--- src/rtl/bus_width_increase.sv ---
// -----------------------------------------------------------------------------
// bus_width_increase
//   Gathers consecutive SIZE_IN-bit beats into one SIZE_OUT-bit word, with
//   valid/ready handshakes on both sides. A beat flagged input_last closes a
//   partially filled word early: the unfilled lanes stay zero and the number
//   of beats actually written is reported in output_beats.
//
//   Storage is one assembly register plus one output register. When a word
//   completes while the output register is still occupied, the finished word
//   parks in the assembly register (pend) and input_ready drops until the
//   sink takes the held word. input_ready is derived only from registered
//   state, so there is no combinational path from output_ready.
// -----------------------------------------------------------------------------
module bus_width_increase #(
    parameter int  SIZE_IN       = 8,
    parameter int  SIZE_OUT      = 32,
    parameter bit  LITTLE_ENDIAN = 1'b1,
    localparam int RATIO         = SIZE_OUT / SIZE_IN,
    localparam int CW            = $clog2(RATIO) + 1
) (
    input  logic                clk,
    input  logic                rst_n,

    output logic                input_ready,
    input  logic                input_valid,
    input  logic [SIZE_IN-1:0]  data_in,
    input  logic                input_last,

    output logic                output_valid,
    input  logic                output_ready,
    output logic [SIZE_OUT-1:0] data_out,
    output logic [CW-1:0]       output_beats,
    output logic                output_last
);

    // Refuse to elaborate when the wide bus is not a whole number of lanes.
    if ((SIZE_OUT % SIZE_IN) != 0 || SIZE_OUT < SIZE_IN) begin : g_bad_ratio
        $error("bus_width_increase: SIZE_OUT (%0d) must be a multiple of SIZE_IN (%0d)",
               SIZE_OUT, SIZE_IN);
    end

    // -------------------------------------------------------------------------
    // State
    // -------------------------------------------------------------------------
    logic [SIZE_OUT-1:0] asm_data,   asm_data_nxt;
    logic [CW-1:0]       cnt,        cnt_nxt;
    logic                pend,       pend_nxt;
    logic [CW-1:0]       pend_beats, pend_beats_nxt;
    logic                pend_last,  pend_last_nxt;

    logic [SIZE_OUT-1:0] out_data,   out_data_nxt;
    logic [CW-1:0]       out_beats,  out_beats_nxt;
    logic                out_last,   out_last_nxt;
    logic                out_vld,    out_vld_nxt;

    // -------------------------------------------------------------------------
    // Handshake decode
    // -------------------------------------------------------------------------
    logic                in_fire;
    logic                out_fire;
    logic                beat_final;
    logic [CW-1:0]       lane;
    logic [CW-1:0]       cnt_inc;
    logic [SIZE_OUT-1:0] merged;

    assign input_ready  = !pend;
    assign output_valid = out_vld;
    assign data_out     = out_data;
    assign output_beats = out_beats;
    assign output_last  = out_last;

    assign in_fire    = input_valid && !pend;
    assign out_fire   = out_vld && output_ready;
    assign cnt_inc    = cnt + 1'b1;
    assign beat_final = (cnt == CW'(RATIO - 1)) || input_last;

    // Lane addressed by the current beat: lane 0 first for little endian,
    // top lane first otherwise.
    always_comb begin
        if (LITTLE_ENDIAN) begin
            lane = cnt;
        end else begin
            lane = CW'(RATIO - 1) - cnt;
        end
    end

    // Assembly word with the current beat dropped into its lane; lanes not yet
    // written are still zero because asm_data is cleared after every word.
    always_comb begin
        merged = asm_data;
        for (int l = 0; l < RATIO; l++) begin
            if (lane == CW'(l)) begin
                merged[l*SIZE_IN +: SIZE_IN] = data_in;
            end
        end
    end

    // Next-state decision for assembly, pending and output registers.
    always_comb begin
        // NOTE: every variable assigned here gets a default first, so no path
        // leaves one unassigned and no latch is inferred.
        asm_data_nxt   = asm_data;
        cnt_nxt        = cnt;
        pend_nxt       = pend;
        pend_beats_nxt = pend_beats;
        pend_last_nxt  = pend_last;
        out_data_nxt   = out_data;
        out_beats_nxt  = out_beats;
        out_last_nxt   = out_last;
        out_vld_nxt    = out_vld;

        if (pend) begin
            // Input is stalled; the parked word moves out on the next transfer
            // and the output register stays valid.
            if (out_fire) begin
                out_data_nxt  = asm_data;
                out_beats_nxt = pend_beats;
                out_last_nxt  = pend_last;
                out_vld_nxt   = 1'b1;
                pend_nxt      = 1'b0;
                cnt_nxt       = '0;
                asm_data_nxt  = '0;
            end
        end else begin
            if (out_fire) begin
                out_vld_nxt = 1'b0;
            end

            if (in_fire) begin
                if (!beat_final) begin
                    asm_data_nxt = merged;
                    cnt_nxt      = cnt_inc;
                end else if (!out_vld || out_fire) begin
                    // Output register is free (or drains this cycle): the
                    // word goes straight out.
                    out_data_nxt  = merged;
                    out_beats_nxt = cnt_inc;
                    out_last_nxt  = input_last;
                    out_vld_nxt   = 1'b1;
                    cnt_nxt       = '0;
                    asm_data_nxt  = '0;
                end else begin
                    // Output register busy: park the finished word.
                    asm_data_nxt   = merged;
                    pend_nxt       = 1'b1;
                    pend_beats_nxt = cnt_inc;
                    pend_last_nxt  = input_last;
                end
            end
        end
    end

    // State registers; reset discards any partial or held word.
    always_ff @(posedge clk or negedge rst_n) begin
        // NOTE: the data registers are reset as well as the control flags,
        // because a flush relies on asm_data starting at zero for its padding.
        if (!rst_n) begin
            asm_data   <= '0;
            cnt        <= '0;
            pend       <= 1'b0;
            pend_beats <= '0;
            pend_last  <= 1'b0;
            out_data   <= '0;
            out_beats  <= '0;
            out_last   <= 1'b0;
            out_vld    <= 1'b0;
        end else begin
            // NOTE: non-blocking assignments so every register samples the
            // values computed from the same pre-edge state.
            asm_data   <= asm_data_nxt;
            cnt        <= cnt_nxt;
            pend       <= pend_nxt;
            pend_beats <= pend_beats_nxt;
            pend_last  <= pend_last_nxt;
            out_data   <= out_data_nxt;
            out_beats  <= out_beats_nxt;
            out_last   <= out_last_nxt;
            out_vld    <= out_vld_nxt;
        end
    end

endmodule

--- config.mk ---
export PLATFORM = sky130hd
export DESIGN_NAME = bus_width_increase
export DESIGN_NICKNAME = d
export VERILOG_FILES = /design/src/rtl/bus_width_increase.sv
export SDC_FILE = /design/constraint.sdc
export NUM_CORES = 1
export LEC_CHECK = 0
export BUFFER_PORTS_ARGS = -buffer_cell sky130_fd_sc_hd__buf_2
export CORE_ASPECT_RATIO = 0.8
export CORE_MARGIN = 5
export CORE_UTILIZATION = 40
export CTS_BUF_LIST = sky130_fd_sc_hd__clkbuf_8
export DETAILED_ROUTE_END_ITERATION = 7
export GPL_ROUTABILITY_DRIVEN = 0
export PLACE_DENSITY = 0.61
export SLEW_MARGIN = 20
export SYNTH_ARGS = -nofsm -noshare
export SYNTH_HDL_FRONTEND = slang
export SYNTH_SLANG_ARGS = --single-unit
--- constraint.sdc ---
create_clock -name clk -period 2.8 [get_ports clk]
set_input_delay 0.14 -clock clk [delete_from_list [all_inputs] [get_ports clk]]
set_output_delay 0.14 -clock clk [all_outputs]
set_load 0.03 [all_outputs]
==> impl_summary.log <==
[metrics] status: finished, final reports clean
[metrics] root cell of the clock tree: sky130_fd_sc_hd__clkbuf_8
[metrics] Gate Count Post-Synth: 333
[metrics] Max-Slew Margin vs Limit: 50.3%
[metrics] count of warnings emitted by yosys: 0
[metrics] share of the synthesized area in the top cell type: between 40% and 50%
[metrics] Final Worst Setup Slack: slightly above 0.6 ns
[metrics] floorplan die height: 98.5 um
[metrics] number of antenna cells inserted: 0
[metrics] Top Layer Used: met4
[metrics] Detailed Routing Iterations Pass 1: 5
[metrics] Post-synth top cells: sky130_fd_sc_hd__dfrtp_1, sky130_fd_sc_hd__mux2_2, sky130_fd_sc_hd__o211ai_1, sky130_fd_sc_hd__nand3_1, sky130_fd_sc_hd__o2111ai_1
[metrics] final worst-path cycle share: between 70% and 80%
[metrics] static leakage: 2.10 nW
[metrics] Power Dens Cells: roughly 1100 nW/um^2
[metrics] type of origin of the critical path: flip-flop
[metrics] share of synthesized area spent on multiplexers: 21.2%
[metrics] final sum of negative setup slack: 0 ns
[metrics] sort of element at the end of the critical path: flip-flop
[metrics] clock network fraction of design power: 18.0%
[metrics] share of synthesized registers carrying an async set or reset: 100%
[metrics] relative area change from synthesis to final layout: 14.3%
[metrics] switching part of the total power: approximately 41%
[metrics] maximum vdd ir drop: 0.437 mV
[metrics] floorplan die width: 121 um
[metrics] Placeable Area: 9610 sq um
[metrics] fraction of final layout cells sized beyond drive strength 1: roughly 38%
[metrics] starting density of the core: 40.8%
[metrics] achievable frequency: 0.456 GHz
[metrics] crit path buf inv count: 1
[metrics] drt total wl: 9410 um
[metrics] first-pass GRT wire length: 15500 um
[metrics] WP data arrival: around 2.4 ns
[metrics] portion of total power attributed to sequential cells: between 30 and 40%
[metrics] clock buffers created by TritonCTS: 9
[metrics] worst-skew pair later-pin latency: 0.37 ns
[metrics] initial drt markers: 251
[metrics] WL per Instance: 18.9 um
[metrics] number of DRC violations after detailed routing: 0
[metrics] Worst Path Max Fanout: 8
[metrics] area enclosed by the die boundary: 11900 sq um
[metrics] endpoint of the worst hold path: asm_data[24]
[metrics] remaining antenna violation count: 0
[metrics] final count of hold timing violations: 0
[metrics] ordered list of cells on the worst path: inv_1 > ha_1 > nor3b_2 > mux2_2 > mux2_1
[metrics] share of the synthesized area in compound gates (AO/OA/AOI/OAI): 15.2%
[metrics] type of the worst setup path: reg -> reg
[metrics] CTS tree: yes
[metrics] r2r setup slk: 0.61 ns
[metrics] Met1 Wirelength: about 4800 um
[metrics] routed wl met2: 4040 um
[metrics] maximum count of clock buffers along a single path: 2
[metrics] number of gates on the worst path with buffers counted: 5
[metrics] FF-to-FF Start: cnt[0]
[metrics] CTS sink count: a little under 80
[metrics] net switching power of the design: 0.00209 W
[metrics] number of levels the H-tree was split into: 3
[metrics] synthesized netlist net count: around 350
[metrics] antenna violations before repair: 0
[metrics] required time of the critical path: 3.04 ns
[metrics] source of the worst hold timing path: data_in[0]
[metrics] Final Net Count: around 390
[metrics] Reg2Reg Depth: 5
[metrics] number of pins with negative max-slew slack in the final report: 0
[metrics] largest incremental delay on the critical path: 0.62 ns
[metrics] combinational cell fraction of total power: ~46%
[metrics] combinational family with the most area after synthesis: multiplexers
[metrics] final setup skew: between 0.015 and 0.02 ns
[metrics] global-route total usage across every layer: 16.5%
[metrics] adder-cell share of the synthesized area: 1.60%
[metrics] worst hold-check slack: 0.105 ns
[metrics] post-synthesis xor/xnor area fraction: 0%
[metrics] max capacitance violation total: 0
[metrics] # port buffers: 50
[metrics] Post-synth top flop: sky130_fd_sc_hd__dfrtp_1
[metrics] clock period minus final worst setup slack: 2.19 ns
[metrics] mean post-synth cell area: 11.8 sq um
[metrics] Slowest cell on crit path: sky130_fd_sc_hd__nor3b_2
[metrics] unrepaired setup endpoints after global routing: no
[metrics] Hold/Removal Path Class: in -> reg
[metrics] length of routed met3 wiring: roughly 540 um
[metrics] Top delay family on crit path: multiplexers
[metrics] library cells used by synthesis: 25
[metrics] cells taking the most area after synthesis: sky130_fd_sc_hd__dfrtp_1, sky130_fd_sc_hd__mux2_2, sky130_fd_sc_hd__o211ai_1
[metrics] Clock transition at path regs: 0.08 ns
[metrics] Post-Place Worst Slack: approximately 0.63 ns
[metrics] row cnt: 32
[metrics] number of flops mapped to enable cells by yosys: 0
[metrics] Reg-to-Reg End: data_out[21]
[metrics] basic-gate share of the synthesized area counting and, or, nand and nor cells: under 10%
[metrics] Netlist Area Pre-Place: 3920 sq um
[metrics] maximum number of pins on one net before global-route repair: between 70 and 80
[metrics] routed vias: 2894
[metrics] FF+latch count, synth: 77
[metrics] internal power consumption: approximately 0.0030 W
[metrics] Via density: 5.80
[metrics] number of stages on the worst hold path: 3
[metrics] library cell with the highest instance count after synthesis: sky130_fd_sc_hd__dfrtp_1
[metrics] I/O pin count: 51
[metrics] transition time at the pin with the least slew margin: 0.742 ns
[metrics] number of cells upsized or downsized after cts: 0
[metrics] total congestion overflow: 0
[metrics] library cell occupying the most area in the post-synthesis netlist: sky130_fd_sc_hd__dfrtp_1
[metrics] placed wire-length estimate: 6230 um
[metrics] vias in the first global route: 2832
[metrics] total of endpoints with negative setup slack in the final report: 0
[metrics] sequential-to-total area share from yosys stat: 49.2%
## power by group through the flow
stage                     logic, W  clock network (W)  registers, W
after floorplan            0.00146                  0       0.00216
after global placement     0.00231                  0       0.00184
after detailed placement   0.00234                  0       0.00185
after CTS                  0.00236           0.000951       0.00183
after global routing       0.00253           0.000993       0.00190
final                      0.00233           0.000916       0.00183
## sequential cells by signal (all words and copies together), names as in the netlist
signal,cells
data_out,32
output_last,1
output_valid,1
pend_beats,3
pend_last,1
cnt,3
asm_data,32
output_beats,3
pend,1
## placed cells by master (no fill, tap or decap), drive strengths merged, types with 2 or more instances in the layout
| cell type | synthesis | layout |
|---|---|---|
| dfrtp | 77 | 77 |
| mux2 | 65 | 65 |
| buf | 13 | 59 |
| o211ai | 32 | 32 |
| nand3 | 29 | 29 |
| o2111ai | 24 | 24 |
| inv | 23 | 23 |
| mux2i | 10 | 10 |
| o32ai | 9 | 9 |
| clkbuf | 16 | 9 |
| o21ai | 8 | 8 |
| nand2 | 6 | 6 |
| nand2b | 5 | 5 |
| ha | 5 | 5 |
| nor3b | 3 | 3 |
| clkinv | 0 | 3 |
| nor2b | 3 | 3 |
| clkinvlp | 0 | 2 |
| bufinv | 0 | 2 |
| a211oi | 2 | 2 |
## timing repair
item,4_1_cts,5_1_grt
endpoints found under the setup margin,0,0
setup buffers,0,0
endpoints found under the hold margin,77,0
hold buffers,1,0
## area by class of cell
class	count	area, sq um
multi-input cells	204	1770
repair buffers	60	334
well taps	119	149
flip-flops and latches	77	1930
fillers	890	5130
inverters	23	86.3
clock inverters	7	90.1
clock buffers	9	124
## layer usage
layer,up-vias,track usage [%]
met1,1441,25.4
met3,6,4.70
met2,98,22.4
li1,1349,-
met5,-,0
met4,0,4.62
## through the flow
| step | instance area, sq um | power [W] | util (%) | cells |
|---|---|---|---|---|
| global route | 4480 | 0.00542 | 46.6 | 499 |
| global placement | 4250 | 0.00415 | 44.2 | 482 |
| floorplan | 3920 | 0.00361 | - | 333 |
| finish | 4480 | 0.00508 | 46.6 | 499 |
| CTS | 4480 | 0.00514 | 46.6 | 499 |
| detailed placement | 4250 | 0.00419 | 44.2 | 482 |
## worst register-to-register path, delay by kind of cell, from the launching register on
family,cells,cell delay [ns]
adders and majority gates,1,0.18
buffers and inverters,1,0.14
DFF,1,0.42
muxes,2,0.71
and+or+nand+nor,1,0.62
## worst max-delay path by stage
stage            from            to  slack, ns
2_1_floorplan  cnt[2]   data_out[0]       0.83
3_3_place_gp   cnt[0]  data_out[21]       0.62
3_5_place_dp   cnt[0]  data_out[21]       0.63
4_1_cts        cnt[0]  data_out[21]       0.60
5_1_grt        cnt[0]   data_out[7]       0.47
6_report       cnt[0]  data_out[21]       0.61
## logic make-up (layout without fill, tap and decap cells)
logic type	Yosys count	count (layout)
adders and majority gates	5	5
AOI/OAI and AO/OA	75	75
muxes	75	75
DFF	77	77
and+or+nand+nor	49	49
buffers and inverters	52	99
(Power assumes the default switching activity.)
